**src/rtl/lcd_timing_gen.sv**
```systemverilog
// LCD panel timing generator: pixel/line counters, active-area coordinates,
// frame strobes and polarity-adjusted HSYNC/VSYNC/DATA_EN behind a PIPE-stage delay.
//
// state | meaning
// IDLE  | counters parked at 0, all outputs inactive, waiting for run
// SCAN  | counters sweep the frame; a frame always completes once started
module lcd_timing_gen #(
  parameter int H_ACTIVE = 800,
  parameter int H_FP     = 40,
  parameter int H_SYNC   = 128,
  parameter int H_BP     = 88,
  parameter int V_ACTIVE = 480,
  parameter int V_FP     = 10,
  parameter int V_SYNC   = 2,
  parameter int V_BP     = 33,
  parameter int HS_POL   = 0,
  parameter int VS_POL   = 0,
  parameter int PIPE     = 1,
  parameter int CW       = 11
) (
  input  logic          P_CLK,
  input  logic          NRST,
  input  logic          run,
  output logic          busy,
  output logic [CW-1:0] pix_x,
  output logic [CW-1:0] pix_y,
  output logic          pix_act,
  output logic          line_start,
  output logic          frame_start,
  output logic          active_end,
  output logic [15:0]   frame_cnt,
  output logic          HSYNC,
  output logic          VSYNC,
  output logic          DATA_EN
);

  localparam int H_TOTAL = H_SYNC + H_BP + H_ACTIVE + H_FP;
  localparam int V_TOTAL = V_SYNC + V_BP + V_ACTIVE + V_FP;

  localparam logic [CW-1:0] H_LAST   = CW'(H_TOTAL - 1);
  localparam logic [CW-1:0] V_LAST   = CW'(V_TOTAL - 1);
  localparam logic [CW-1:0] H_SYNC_E = CW'(H_SYNC);
  localparam logic [CW-1:0] V_SYNC_E = CW'(V_SYNC);
  localparam logic [CW-1:0] H_ACT_B  = CW'(H_SYNC + H_BP);
  localparam logic [CW-1:0] H_ACT_E  = CW'(H_SYNC + H_BP + H_ACTIVE);
  localparam logic [CW-1:0] V_ACT_B  = CW'(V_SYNC + V_BP);
  localparam logic [CW-1:0] V_ACT_E  = CW'(V_SYNC + V_BP + V_ACTIVE);

  localparam logic HS_ON = (HS_POL != 0);
  localparam logic VS_ON = (VS_POL != 0);

  typedef enum logic {IDLE, SCAN} state_t;

  state_t        state_q;
  logic [CW-1:0] h_cnt_q;
  logic [CW-1:0] v_cnt_q;
  logic [15:0]   frame_cnt_q;

  logic scan;
  logic h_in;
  logic v_in;
  logic hs_raw;
  logic vs_raw;
  logic hs_lvl;
  logic vs_lvl;

  always_ff @(posedge P_CLK or negedge NRST) begin
    if (!NRST) begin
      state_q     <= IDLE;
      h_cnt_q     <= '0;
      v_cnt_q     <= '0;
      frame_cnt_q <= '0;
    end else begin
      case (state_q)
        IDLE: begin
          h_cnt_q <= '0;
          v_cnt_q <= '0;
          if (run) state_q <= SCAN;
        end
        SCAN: begin
          if (frame_start) frame_cnt_q <= frame_cnt_q + 16'd1;
          if (h_cnt_q == H_LAST) begin
            h_cnt_q <= '0;
            if (v_cnt_q == V_LAST) begin
              // run is only sampled at the frame boundary so a frame is never cut short
              v_cnt_q <= '0;
              if (!run) state_q <= IDLE;
            end else begin
              v_cnt_q <= v_cnt_q + 1'b1;
            end
          end else begin
            h_cnt_q <= h_cnt_q + 1'b1;
          end
        end
        default: state_q <= IDLE;
      endcase
    end
  end

  always_comb begin
    scan        = (state_q == SCAN);
    h_in        = (h_cnt_q >= H_ACT_B) && (h_cnt_q < H_ACT_E);
    v_in        = (v_cnt_q >= V_ACT_B) && (v_cnt_q < V_ACT_E);
    pix_act     = scan && h_in && v_in;
    pix_x       = pix_act ? (h_cnt_q - H_ACT_B) : '0;
    pix_y       = pix_act ? (v_cnt_q - V_ACT_B) : '0;
    hs_raw      = scan && (h_cnt_q < H_SYNC_E);
    vs_raw      = scan && (v_cnt_q < V_SYNC_E);
    line_start  = scan && (h_cnt_q == '0);
    frame_start = line_start && (v_cnt_q == '0);
    active_end  = line_start && (v_cnt_q == V_ACT_E);
    hs_lvl      = hs_raw ? HS_ON : ~HS_ON;
    vs_lvl      = vs_raw ? VS_ON : ~VS_ON;
  end

  assign busy      = scan;
  assign frame_cnt = frame_cnt_q;

  // Panel signals are delayed together so they stay aligned with downstream pixel data.
  if (PIPE == 0) begin : g_nopipe
    assign HSYNC   = hs_lvl;
    assign VSYNC   = vs_lvl;
    assign DATA_EN = pix_act;
  end else begin : g_pipe
    logic [PIPE-1:0] hs_sr_q;
    logic [PIPE-1:0] vs_sr_q;
    logic [PIPE-1:0] de_sr_q;

    always_ff @(posedge P_CLK or negedge NRST) begin
      if (!NRST) begin
        hs_sr_q <= {PIPE{~HS_ON}};
        vs_sr_q <= {PIPE{~VS_ON}};
        de_sr_q <= '0;
      end else begin
        hs_sr_q[0] <= hs_lvl;
        vs_sr_q[0] <= vs_lvl;
        de_sr_q[0] <= pix_act;
        for (int i = 1; i < PIPE; i++) begin
          hs_sr_q[i] <= hs_sr_q[i-1];
          vs_sr_q[i] <= vs_sr_q[i-1];
          de_sr_q[i] <= de_sr_q[i-1];
        end
      end
    end

    assign HSYNC   = hs_sr_q[PIPE-1];
    assign VSYNC   = vs_sr_q[PIPE-1];
    assign DATA_EN = de_sr_q[PIPE-1];
  end

endmodule

```
**config.mk**
```make
export PLATFORM = sky130hd
export DESIGN_NAME = lcd_timing_gen
export DESIGN_NICKNAME = d
export VERILOG_FILES = /design/src/rtl/lcd_timing_gen.sv
export SDC_FILE = /design/constraint.sdc
export NUM_CORES = 1
export LEC_CHECK = 0
export ABC_AREA = 1
export BUFFER_PORTS_ARGS = -buffer_cell sky130_fd_sc_hd__buf_2
export CORE_AREA = 2 2 82 84
export DETAILED_ROUTE_END_ITERATION = 12
export DIE_AREA = 0 0 84 86
export PLACE_DENSITY = 0.71
export SYNTH_ARGS = -nofsm -noshare
export SYNTH_HDL_FRONTEND = slang
export SYNTH_SLANG_ARGS = --single-unit
```
**constraint.sdc**
```tcl
create_clock -name P_CLK -period 2.4 [get_ports P_CLK]
set_input_delay 0.12 -clock P_CLK [delete_from_list [all_inputs] [get_ports P_CLK]]
set_output_delay 0.12 -clock P_CLK [all_outputs]
set_load 0.05 [all_outputs]
```
* After elaboration in Yosys (flattened, before gate mapping)
Index checks and enable logic that the tools add are counted.
Storage, ports and cells: bits in latches 0, logic and storage cells 48, bits in registers 42, bits of input ports 3, output and inout bits 46, memory bits (writable) 0, memories 0, bits in read-only memories 0
Cells by class: bitwise operators 1, shift operators 0, $mul 0, order comparisons 6, equality and inequality tests 4, mux-type cells 13, $add $sub $neg 5, reduce and logical (&&, ||, !) cells 12, divide/modulo/power cells 0
Operator list (number):
- $mux W11 | 5
- $pmux W11 S2 | 2
- $add A11 B1 Y11 const B | 2
- $eq A11 B10 Y1 const B | 2
- $logic_not A11 Y1 | 2
- $lt A11 B10 Y1 const B | 2
- $add A16 B1 Y16 const B | 1
- $eq A11 B11 Y1 const B | 1
- $ge A11 B6 Y1 const B | 1
- $ge A11 B8 Y1 const B | 1
- $lt A11 B2 Y1 const B | 1
- $lt A11 B8 Y1 const B | 1
- $sub A11 B6 Y11 const B | 1
- $sub A11 B8 Y11 const B | 1
- $logic_and A1 B1 Y1 | 9
- $mux W1 | 5
- $ne A2 B1 Y1 const B | 1
- $pmux W1 S2 | 1
- $reduce_and A2 Y1 | 1
- $not A1 Y1 | 1

* Logic depth before layout (Yosys ltp)
Gate-level depths: netlist of run 1.
depth in word-level cells 5, depth in mapped cells 10, mapped depth without buffers 9

* Worst setup path after synthesis of run 1
Ideal clock, no wire load.
path type register -> output, from register state_q (netlist: busy), to output port active_end, required time 2.280 ns, buffers on the path 1, stages on the path, launching flop included 5, slack -1.061 ns, data arrival time 3.341 ns, path through dfrtp_1 > buf_4 > nand4_1 > nor3_1 > nor3b_1
On the way: cells in the longest elaborated chain, start to end 2
RTL lines:
- start: declaration | RTL line 54 | state_t state_q;
- start signal: assignment | RTL line 69 | state_q <= IDLE;
- start signal: assignment | RTL line 78 | if (run) state_q <= SCAN;
- start signal: assignment | RTL line 87 | if (!run) state_q <= IDLE;
- $logic_and A1 B1 Y1 | RTL line 109 | line_start = scan && (h_cnt_q == '0);
- named net line_start | RTL line 28 | output logic line_start,
- $logic_and A1 B1 Y1 | RTL line 111 | active_end = line_start && (v_cnt_q == V_ACT_E);
- end: declaration | RTL line 30 | output logic active_end,
The timed path passes the listed nets, and every way through them passes these cells.

* Worst setup path after layout of run 1
from register h_cnt_q[3], to output port pix_y[0]
On the way: cells in the longest elaborated chain, start to end 5, elaborated cells on any way between the ends 6, classes of those cells 2 x order compare; 1 x mux; 3 x reduce/logical
RTL lines:
- start: declaration | RTL line 55 | logic [CW-1:0] h_cnt_q;
- start signal: assignment | RTL line 92 | h_cnt_q <= h_cnt_q + 1'b1;
- $ge A11 B8 Y1 or $lt A11 B10 Y1 (tied branches) | RTL line 102 | h_in = (h_cnt_q >= H_ACT_B) && (h_cnt_q < H_ACT_E);
- $logic_and A1 B1 Y1 (*) | RTL line 102
- $logic_and A1 B1 Y1 (*) (2 in series) | RTL line 104 | pix_act = scan && h_in && v_in;
- $mux W11 (*) | RTL line 106 | pix_y = pix_act ? (v_cnt_q - V_ACT_B) : '0;
- end: declaration | RTL line 26 | output logic [CW-1:0] pix_y,
Every way passes the cells marked *; elsewhere a longest branch is shown, timed or not.

==> results of run 1 <==
logic make-up after synthesis:
kind of cell               after synthesis  synth area share
and+or+nand+nor                        277             0.415
buffers and inverters                   62            0.0973
DFF                                     42             0.339
AOI/OAI and AO/OA                       37            0.0627
xor gates and xnor gates                22            0.0619
adders and majority gates                6            0.0241
path summary, 6_finish.rpt:
path	from	to	slack [ps]	cells after the start
max	h_cnt_q[3]	pix_y[0]	180	10
max in group asynchronous	NRST	v_cnt_q[5]	1760	1
min	NRST	DATA_EN	-20	1
min in group P_CLK	run	busy	20	2
max reg2reg	h_cnt_q[0]	frame_cnt[15]	520	8
min reg2reg	h_cnt_q[0]	h_cnt_q[0]	500	1
cells in the final DEF (no fill, tap or decap), drive strengths merged, types with 2 or more instances in the layout:
master	netlist	final
a21oi	3	3
a31oi	3	3
buf	9	49
clkbuf	2	8
clkinv	1	2
dfrtp	40	40
dfstp	2	2
ha	6	6
inv	50	50
nand2	134	134
nand3	34	34
nand3b	2	2
nand4	9	9
nor2	88	88
nor3	8	8
nor3b	2	2
o21ai	30	30
xnor2	5	5
xor2	17	17
registers in the layout (all words and copies together) (netlist names):
signal and count:
h_cnt_q 11, v_cnt_q 11, DATA_EN 1, frame_cnt 16, busy 1, VSYNC 1
HSYNC 1
cell usage after synthesis (all sizes together):
master  number  share of area
nand2      134           0.16
clkbuf       2         0.0024
nor2        88           0.14
xnor2        5          0.014
a31oi        3         0.0060
dfstp        2          0.017
clkinv       1         0.0028
dfrtp       40           0.32
buf          9          0.030
ha           6          0.024
nand3b       2         0.0048
a21oi        3         0.0060
o21ai       30          0.048
inv         50          0.062
nor3b        2         0.0048
o211ai       1         0.0024
nand3       34          0.061
nand4        9          0.023
xor2        17          0.048
nor3         8          0.013
cell type report:
cell class              instances  area, um^2
clock buffers                   7        86.3
well taps                      77        96.3
multi-input cells             342        1770
repair buffers                 50         262
inverters                      51         201
fillers                       625        2800
flip-flops and latches         42        1050
clock inverters                 1        5.00
worst max-delay path, cell delays in order, from the launching register on:
cell	delay [ps]
dfrtp_1	430
ha_1	220
inv_1	100
nor2_1	60
nand2_1	60
nand3_1	60
nor2_1	120
nand3_2	130
buf_6	220
nor2_2	120
buf_2	280
routing by layer:
metal / vias to the layer above / wire length (um)
li1: 1500 / -
met1: 1351 / 3660
met2: 67 / 3330
met3: 9 / 335
met4: 0 / 81
met5: - / 0
power by group:
| group | internal, mW | switching (mW) |
|---|---|---|
| Combinational | 0.00138 | 0.0140 |
| Clock | 0.233 | 0.248 |
| Sequential | 0.707 | 0 |
| Total | 0.941 | 0.262 |
repair_timing:
item / 4_1_cts / 5_1_grt
endpoints found under the setup margin: 0 / 20
resized for setup: 0 / 3
buffers inserted: 0 / 0
hold buffers: 0 / 0
==> results by group, run 1 <==
Run status
  • Status: finished with violations
  • Violated checks: hold timing

Global routing
  • GRT Util Overall: 0.215
  • First-pass GRT wire length: between 10 and 15 mm
  • Largest net degree at the start of global routing: 43
  • Met2 GRT Util: 0.345
  • Vias in the first global route: 2655
  • Met3 usage: 0.0289
  • GR Overflow Total: 0
  • Grt met1 use: 0.310
  • Top Usage Layer GRT: met2
  • Initial antenna violation count: 0

Routing
  • Drt pass-1 iters: 4
  • Via density per instance: ~5.1
  • Via total after detailed routing: 2927
  • DRT Wirelength: 7.41 mm
  • Detailed-route DRC error count: 0
  • Initial drt markers: 184
  • Final ANT Viol Nets: 0
  • Drt wl/cell: 13.0 um

Clock network
  • Clk sinks: 42
  • Clk Latency, worst-skew pair: 300 ps
  • CTS tree: done
  • Reg clk slew, reported paths: around 80 ps
  • CTS buffer count: 5
  • Longest Clk Path Bufs: 2
  • Htree depth: 2
  • Root Driver: clkbuf_8

Layout
  • Area Overhead vs Synth: 11.7%
  • Finished Layout Cells: 570
  • Diodes inserted: 0
  • Finished Cell Area: approximately 3500 um^2
  • # nets final: 501
  • Share of cells above drive strength 1: 0.227
  • Fin util: 0.554

Worst setup path
  • Worst Path Arrival: 2100 ps
  • Crit end category: output pin
  • Critical Path Start Type: flop
  • Crit Path Max Fanout: 20
  • Crit Path Category: flop to output pin
  • CP Data Required Time: 2280 ps

Timing
  • Final Skew: 7.64 ps
  • Worst-margin pin slew: slightly below 1000 ps
  • RSZ-0062 raised after global routing: false
  • Slew HR: 0.346
  • Final setup margin: ~180 ps
  • Final setup fails: 0
  • Slew Limit Fails: 0
  • Final min period: 2220 ps
  • Hold WS: -16.1 ps
  • Period utilization: 0.923
  • Setup TNS Final: 0 ps
  • Max Fclk: about 450 MHz
  • Final hold vios: 34

Die
  • Starting Density: 0.496
  • Die footprint: 7220 um^2
  • Core box area: 6280 um^2
  • I/O pins: between 40 and 50
  • Die Width: 84 um
  • Num rows: 29
  • DIE HEIGHT: ~86 um

Synth
  • Synth unique cells: 31
  • Cell area after synthesis: 3110 um^2
  • Ys Warns: 0
  • Synth Instances: 446
  • Yosys reg bits: 42
  • Post-Syn Nets: about 460
  • Register area share after synthesis: 0.339
  • Mean Syn Cell Area: about 7 um^2

Placement
  • Placed cells: 562
  • Placed Area: 3380 um^2
  • Gpl congestion: 0.989
  • Worst slack, placed: 431 ps
  • HPWL after DPL: 5.53 mm
  • Port bufs: 48

Power and ir drop
  • Peak supply drop: 0.215 mV
  • PwrDens: 346 nW/um^2
  • Total power draw: between 1 and 1.5 mW
  • LEAKAGE: about 2 nW

Job
  • Maxcap violations: 0

Hold path
  • Min-delay worst type: input pin to async pin
Note: power is estimated with default switching activity, not from simulation.
==> run 2: changes to the inputs <==
--- a/config.mk
+++ b/config.mk
@@ -7,10 +7,11 @@
 export LEC_CHECK = 0
 export ABC_AREA = 1
 export BUFFER_PORTS_ARGS = -buffer_cell sky130_fd_sc_hd__buf_2
-export CORE_AREA = 2 2 82 84
+export CORE_AREA = 8 8 82 84
 export DETAILED_ROUTE_END_ITERATION = 12
-export DIE_AREA = 0 0 84 86
-export PLACE_DENSITY = 0.71
+export DIE_AREA = 0 0 90 92
+export HOLD_SLACK_MARGIN = 0.1
+export PLACE_DENSITY = 0.81
 export SYNTH_ARGS = -nofsm -noshare
 export SYNTH_HDL_FRONTEND = slang
 export SYNTH_SLANG_ARGS = --single-unit
==> run 2 against run 1 <==
The run now ends clean. Clock-buffer cell count unchanged. Routed wire length increased by 1.1%. Sequential cell count stayed put. Clock power grew 14%. Critical path depth down 2. Utilization grew 9.3 points.
==> results by group, run 2 (same netlist as run 1, synthesis figures left out) <==
Timing
  • Final setup margin: 184 ps
  • Final setup fails: 0
  • RSZ-0062 raised after global routing: false
  • Slew Limit Fails: 0
  • Slew HR: 0.381
  • Final min period: 2220 ps
  • Max Fclk: 451 MHz
  • Final Skew: 7.53 ps
  • Final hold vios: 0
  • Setup TNS Final: 0 ps
  • Period utilization: 0.923
  • Worst-margin pin slew: 928 ps

Layout
  • Area Overhead vs Synth: 12.4%
  • # nets final: between 500 and 600
  • Most frequent cells in the layout: nand2_1 (132), nor2_1 (55), buf_2 (48)
  • Number of flip-flops in the largest register: 16
  • Diodes inserted: 0
  • Commonest non-fill, non-tap cell in the layout: nand2_1
  • Share of cells above drive strength 1: 0.222
  • Finished Layout Cells: 567

Hold path
  • Min-delay worst type: input pin to async pin

Routing
  • Via density per instance: approximately 5.2
  • Final ANT Viol Nets: 0
  • Initial drt markers: ~110
  • Drt pass-1 iters: 4
  • Via total after detailed routing: 2949
  • Drt wl/cell: ~13 um
  • Detailed-route DRC error count: 0
  • DRT Wirelength: 7.49 mm

Power and ir drop
  • Logic pwr share: 0.013
  • Sequential fraction of design power: 0.555
  • Internal power: 1.02 mW
  • Peak supply drop: about 0.28 mV
  • Total power draw: 1.27 mW
  • Sw frac: 0.198
  • Net Sw Power: 0.252 mW
  • PwrDens: 364 nW/um^2
  • LEAKAGE: 1.96 nW
  • Clock group share of total power: 0.431

Worst setup path
  • Most used cell, CP: nor2_1
  • Crit Path Category: flop to output pin
  • Worst Path Arrival: 2100 ps
  • Critical Path Start Type: flop
  • Worst path max stage delay: about 550 ps
  • Critical path depth in cells: 8
  • Cell Chain, Critical Path: inv_2 -> nor2_1 -> nand3_1 -> nor2_1 -> nand3_2 -> buf_4 -> nor2_1 -> buf_2
  • CP Data Required Time: 2280 ps
  • Crit end category: output pin
  • Crit Path Max Fanout: 14
  • Delay-heaviest family, CP: buffers and inverters
  • CP max stage cell: dfrtp_1
  • CP Buf/Inv Count: 3
  • R2R depth: 8

Run status
  • Status: finished, final reports clean

Clock network
  • Htree depth: 2
  • Clk sinks: 42
  • CTS tree: done
  • Longest Clk Path Bufs: 2
  • Clk Latency, worst-skew pair: 300 ps
  • PostCTS Resize Cnt: 0
  • CTS buffer count: 5
  • Root Driver: clkbuf_8
  • Hold-fix buffers, CTS: 2
  • Postcts setup bufs: 0
  • Reg clk slew, reported paths: 80 ps

Global routing
  • Largest net degree at the start of global routing: 43
  • GRT Util Overall: 0.185
  • Initial antenna violation count: 0
  • Met2 GRT Util: 0.331
  • First-pass GRT wire length: 13.0 mm
  • Vias in the first global route: ~2900
  • Top Usage Layer GRT: met2
  • Grt met1 use: 0.213
  • Met3 usage: 0.0432
  • GR Overflow Total: 0

Die
  • Die footprint: 8280 um^2
  • DIE HEIGHT: slightly above 90 um
  • I/O pins: 49
  • Starting Density: 0.576
  • Die Width: 90 um
  • Core box area: 5410 um^2
  • Num rows: 27

Job
  • Maxcap violations: 0

Placement
  • Placed cells: 557
  • Port bufs: 48
  • HPWL after DPL: 5.65 mm
  • Worst slack, placed: a little over 500 ps
  • Gpl congestion: approximately 0.92
[run 2: changes by cell type in the layout (fill, tap and decap cells not counted)]
| cell | change |
|---|---|
| bufinv_16 | +1 |
| clkbuf_8 | -1 |
| buf_2 | +1 |
| buf_6 | -1 |
| dfrtp_2 | -1 |
| dlygate4sd3_1 | +2 |
| clkbuf_4 | -1 |
| buf_4 | +1 |
| clkbuf_1 | +1 |
| dfrtp_1 | +1 |
| clkinv_2 | -1 |
[run 2: cell type report]
class	instances	area (um^2)
fillers	488	1910
multi-input cells	342	1770
clock buffers	7	76.3
flip-flops and latches	42	1050
inverters	51	201
repair buffers	52	275
well taps	72	90.1
clock inverters	1	30.0
[run 2: per-stage QoR]
| stage | cell area, um^2 | hold WS, ps | util |
|---|---|---|---|
| CTS | 3500 | 500 | 0.647 |
| detailed placement | 3370 | 317 | 0.624 |
| global route | 3500 | 546 | 0.647 |
| floorplan | 3130 | -176 | - |
| global placement | 3370 | 314 | 0.624 |
| finish | 3500 | 490 | 0.647 |
[run 2: metal layers]
metal | wire length, um | share of wire | up-vias
met5 | 0 | 0 | -
met4 | 102 | 0.014 | 0
met3 | 414 | 0.055 | 11
met2 | 3710 | 0.49 | 83
met1 | 3270 | 0.44 | 1364
li1 | - | - | 1491
[run 2: power by group through the flow]
stage	sequential (mW)	clock, mW	combinational [mW]
after global routing	0.707	0.586	0.0207
after detailed placement	0.721	0	0.0163
final	0.707	0.550	0.0171
after global placement	0.721	0	0.0163
after floorplan	0.721	0	0.000244
after CTS	0.707	0.558	0.0187
[run 2: worst reg2reg max path, cell delays in order, from the launching register on]
cell	delay, ps
dfrtp_1	420
inv_1	120
ha_1	170
nand3_1	80
nor2_1	130
nand3_2	290
nor2_4	420
nand2_1	100
nand2_1	80
[run 2: path summary, 6_finish.rpt]
check,slack (ps),endpoint,from
setup reg to reg,530,frame_cnt[6],h_cnt_q[0]
hold / removal,490,frame_cnt[2],NRST
max in group asynchronous,1310,v_cnt_q[5],NRST
min in group P_CLK,500,h_cnt_q[0],h_cnt_q[0]
hold reg to reg,500,h_cnt_q[0],h_cnt_q[0]
setup / recovery,180,pix_x[0],busy
==> run 3: changes to the inputs <==
==> config.mk (replaced) <==
export PLATFORM = sky130hd
export DESIGN_NAME = lcd_timing_gen
export DESIGN_NICKNAME = d
export VERILOG_FILES = /design/src/rtl/lcd_timing_gen.sv
export SDC_FILE = /design/constraint.sdc
export NUM_CORES = 1
export LEC_CHECK = 0
export BUFFER_PORTS_ARGS = -buffer_cell sky130_fd_sc_hd__buf_2
export CORE_AREA = 8 8 92 77
export DETAILED_ROUTE_END_ITERATION = 12
export DIE_AREA = 0 0 100 85
export HOLD_SLACK_MARGIN = 0.1
export PLACE_DENSITY = 0.75
export SYNTH_ARGS = -nofsm -noshare
export SYNTH_HDL_FRONTEND = slang
export SYNTH_SLANG_ARGS = --single-unit
==> constraint.sdc (replaced) <==
create_clock -name P_CLK -period 2 [get_ports P_CLK]
set_input_delay 0.1 -clock P_CLK [delete_from_list [all_inputs] [get_ports P_CLK]]
set_output_delay 0.1 -clock P_CLK [all_outputs]
set_load 0.05 [all_outputs]
==> run 3 against run 2 <==
The run now ends with setup timing left. Setup slack worse by 480 ps. First-iteration DRC count up 35%. Clock power up 50%. Register-to-register slack worse by 450 ps. Sequential share of layout area down 3.5 points. Largest power group unchanged.
==> results by group, run 3 <==
Run status
  • Status: finished with violations
  • Violated checks: setup timing

Power and ir drop
  • Net Sw Power: 0.341 mW
  • Sequential fraction of design power: 0.500
  • Peak supply drop: approximately 0.40 mV
  • PwrDens: 426 nW/um^2
  • Logic pwr share: 0.014
  • Clock group share of total power: 0.485
  • Sw frac: 0.201
  • Total power draw: 1.70 mW
  • Internal power: about 1.4 mW
  • LEAKAGE: around 1.9 nW

Die
  • Die footprint: 8500 um^2
  • Core box area: 5690 um^2
  • Starting Density: 0.484
  • DIE HEIGHT: 85 um
  • I/O pins: 49
  • Die Width: ~100 um
  • Num rows: 25

Synth
  • Post-synth top area share: 0.363
  • Cell area after synthesis: 2760 um^2
  • Cell accounting for the most synthesized area: dfrtp_1
  • Synth top cells by count: dfrtp_1 (40), nor2_1 (38), xor2_1 (24), nand2_1 (20), inv_1 (16)
  • Post-Syn Nets: 306
  • Synth top area cells: dfrtp_1 (36%), xor2_1 (7.6%), nor2_1 (5.2%), nor4_2 (3.6%), xnor2_1 (3.5%)
  • Synth Instances: 297
  • Most common cell in the netlist: dfrtp_1
  • Number of synthesized flops with an enable pin: 0
  • Register area share after synthesis: 0.382
  • Yosys reg bits: between 40 and 50
  • Mean Syn Cell Area: 9.28 um^2
  • Synth unique cells: 59
  • Most used DFF post-synth: dfrtp_1
  • Ys Warns: 0
  • Synth async-reset ratio: 1.00

Clock network
  • Root Driver: clkbuf_8
  • Htree depth: 2
  • Clk sinks: 42
  • Longest Clk Path Bufs: 2
  • CTS buffer count: 5
  • Clk Latency, worst-skew pair: slightly above 300 ps
  • CTS tree: done
  • Reg clk slew, reported paths: 90 ps

Placement
  • HPWL after DPL: ~5 mm
  • Gpl congestion: 0.877
  • Placed cells: 439
  • Port bufs: 48

Routing
  • Via total after detailed routing: approximately 2500
  • Detailed-route DRC error count: 0
  • DRT Wirelength: about 7.7 mm
  • Initial drt markers: 146
  • Drt wl/cell: 16.6 um
  • Via density per instance: 5.48
  • Final ANT Viol Nets: 0
  • Drt pass-1 iters: 4

Global routing
  • Largest net degree at the start of global routing: 38
  • GR Overflow Total: 0
  • First-pass GRT wire length: 12.4 mm
  • Initial antenna violation count: 0
  • Vias in the first global route: 2528
  • GRT Util Overall: 0.179

Layout
  • Finished Layout Cells: 462
  • Commonest non-fill, non-tap cell in the layout: buf_4
  • Fill cells: 443
  • # nets final: 389
  • Area Overhead vs Synth: 44.4%
  • Most frequent cells in the layout: buf_4 (43), dfrtp_1 (37), xor2_1 (24)
  • Share of cells above drive strength 1: 0.436
  • Number of flip-flops in the largest register: 16
  • Diodes inserted: 0

Job
  • Maxcap violations: 0

Timing
  • Max Fclk: 436 MHz
  • RSZ-0062 raised after global routing: true
  • Final hold vios: 0
  • Period utilization: 1.15
  • Worst-margin pin slew: roughly 850 ps
  • Final setup margin: -293 ps
  • Setup TNS Final: -5730 ps
  • Final setup fails: 23
  • Slew HR: 0.430
  • Final min period: between 2000 and 2500 ps
  • Hold WS: 433 ps
  • Slew Limit Fails: 0
  • Final Skew: between 10 and 15 ps

Worst setup path
  • CP Data Required Time: roughly 1900 ps
  • Crit Path Category: flop to output pin
  • Crit end category: output pin
  • Critical Path Start Type: flop
  • Worst Path Arrival: 2190 ps
  • Reg-to-reg slack, setup: 80 ps
  • FF-to-FF End: frame_cnt[13]
  • R2R depth: 7
  • Crit Path Max Fanout: 6
  • Worst r2r src: h_cnt_q[1]

Hold path
  • Min-delay worst type: input pin to async pin
run 3: cell count changes after synthesis, sizes merged, moves of 11 or more:
cell,previous run,this run
inv,50,16
nand3,34,13
nand2,134,20
nor4,0,11
o21ai,30,4
nor2,88,39
run 3: metrics by stage:
step / cell area (um^2) / util / setup WS (ps)
floorplan: 2860 / - / -145
global placement: 3350 / 0.589 / 83.7
detailed placement: 3350 / 0.589 / 36.0
CTS: 3860 / 0.679 / -145
global route: 3980 / 0.699 / -366
finish: 3980 / 0.699 / -293
run 3: worst max path at each step:
stage	start	to	cells after the start
final	h_cnt_q[3]	pix_x[4]	8
after global routing	h_cnt_q[3]	pix_x[4]	8
after CTS	v_cnt_q[6]	pix_x[5]	7
after detailed placement	h_cnt_q[0]	frame_cnt[1]	6
after global placement	h_cnt_q[0]	frame_cnt[1]	6
after floorplan	h_cnt_q[3]	pix_x[6]	6
run 3: cell type report:
| type | instances | area [um^2] | area share |
|---|---|---|---|
| Sequential cell | 42 | 1060 | 0.266 |
| Multi-Input combinational cell | 218 | 1740 | 0.436 |
| Inverter | 16 | 62.6 | 0.0157 |
| Clock buffer | 5 | 68.8 | 0.0173 |
| Tap cell | 81 | 101 | 0.0255 |
| Timing Repair Buffer | 97 | 883 | 0.222 |
| Clock inverter | 3 | 68.8 | 0.0173 |
run 3: routing by layer:
metal,up-vias,routed length (um),global-route usage,part of all wire
li1,1215,-,-,-
met1,1210,3320,0.234,0.43
met2,95,3700,0.292,0.48
met3,12,534,0.0368,0.069
met4,0,128,0.0438,0.017
met5,-,0,0,0
run 3: critical path: stages (launching register included):
cell	delay (ps)
dfrtp_1	370
ha_2	190
o211ai_1	140
a221oi_2	350
nand4_1	200
buf_4	210
buf_16	150
nor2_2	110
buf_6	170
run 3: power groups by stage:
stage               Combinational [mW]  Sequential [mW]  Clock [mW]
floorplan                     0.000293            0.866           0
detailed placement              0.0227            0.865           0
CTS                             0.0257            0.849       0.837
finish                          0.0245            0.848       0.823
global route                    0.0280            0.849       0.874
global placement                0.0227            0.865           0
run 3: kinds of logic after synthesis:
group | Yosys count | synth area share
compound gates | 35 | 0.0954
xor+xnor | 35 | 0.111
simple gates | 139 | 0.307
buf+inv | 38 | 0.0686
flops | 42 | 0.382
mux | 2 | 0.00772
fa+ha+maj | 6 | 0.0272
run 3: repair_timing:
action / in CTS / in global routing
endpoints found under the hold margin: 34 / 0
setup endpoints to repair: 25 / 42
gates resized for setup: 67 / 24
gates cloned: 4 / 0
pin swaps: 2 / 3
hold buffers: 2 / 0
buffers inserted: 5 / 4
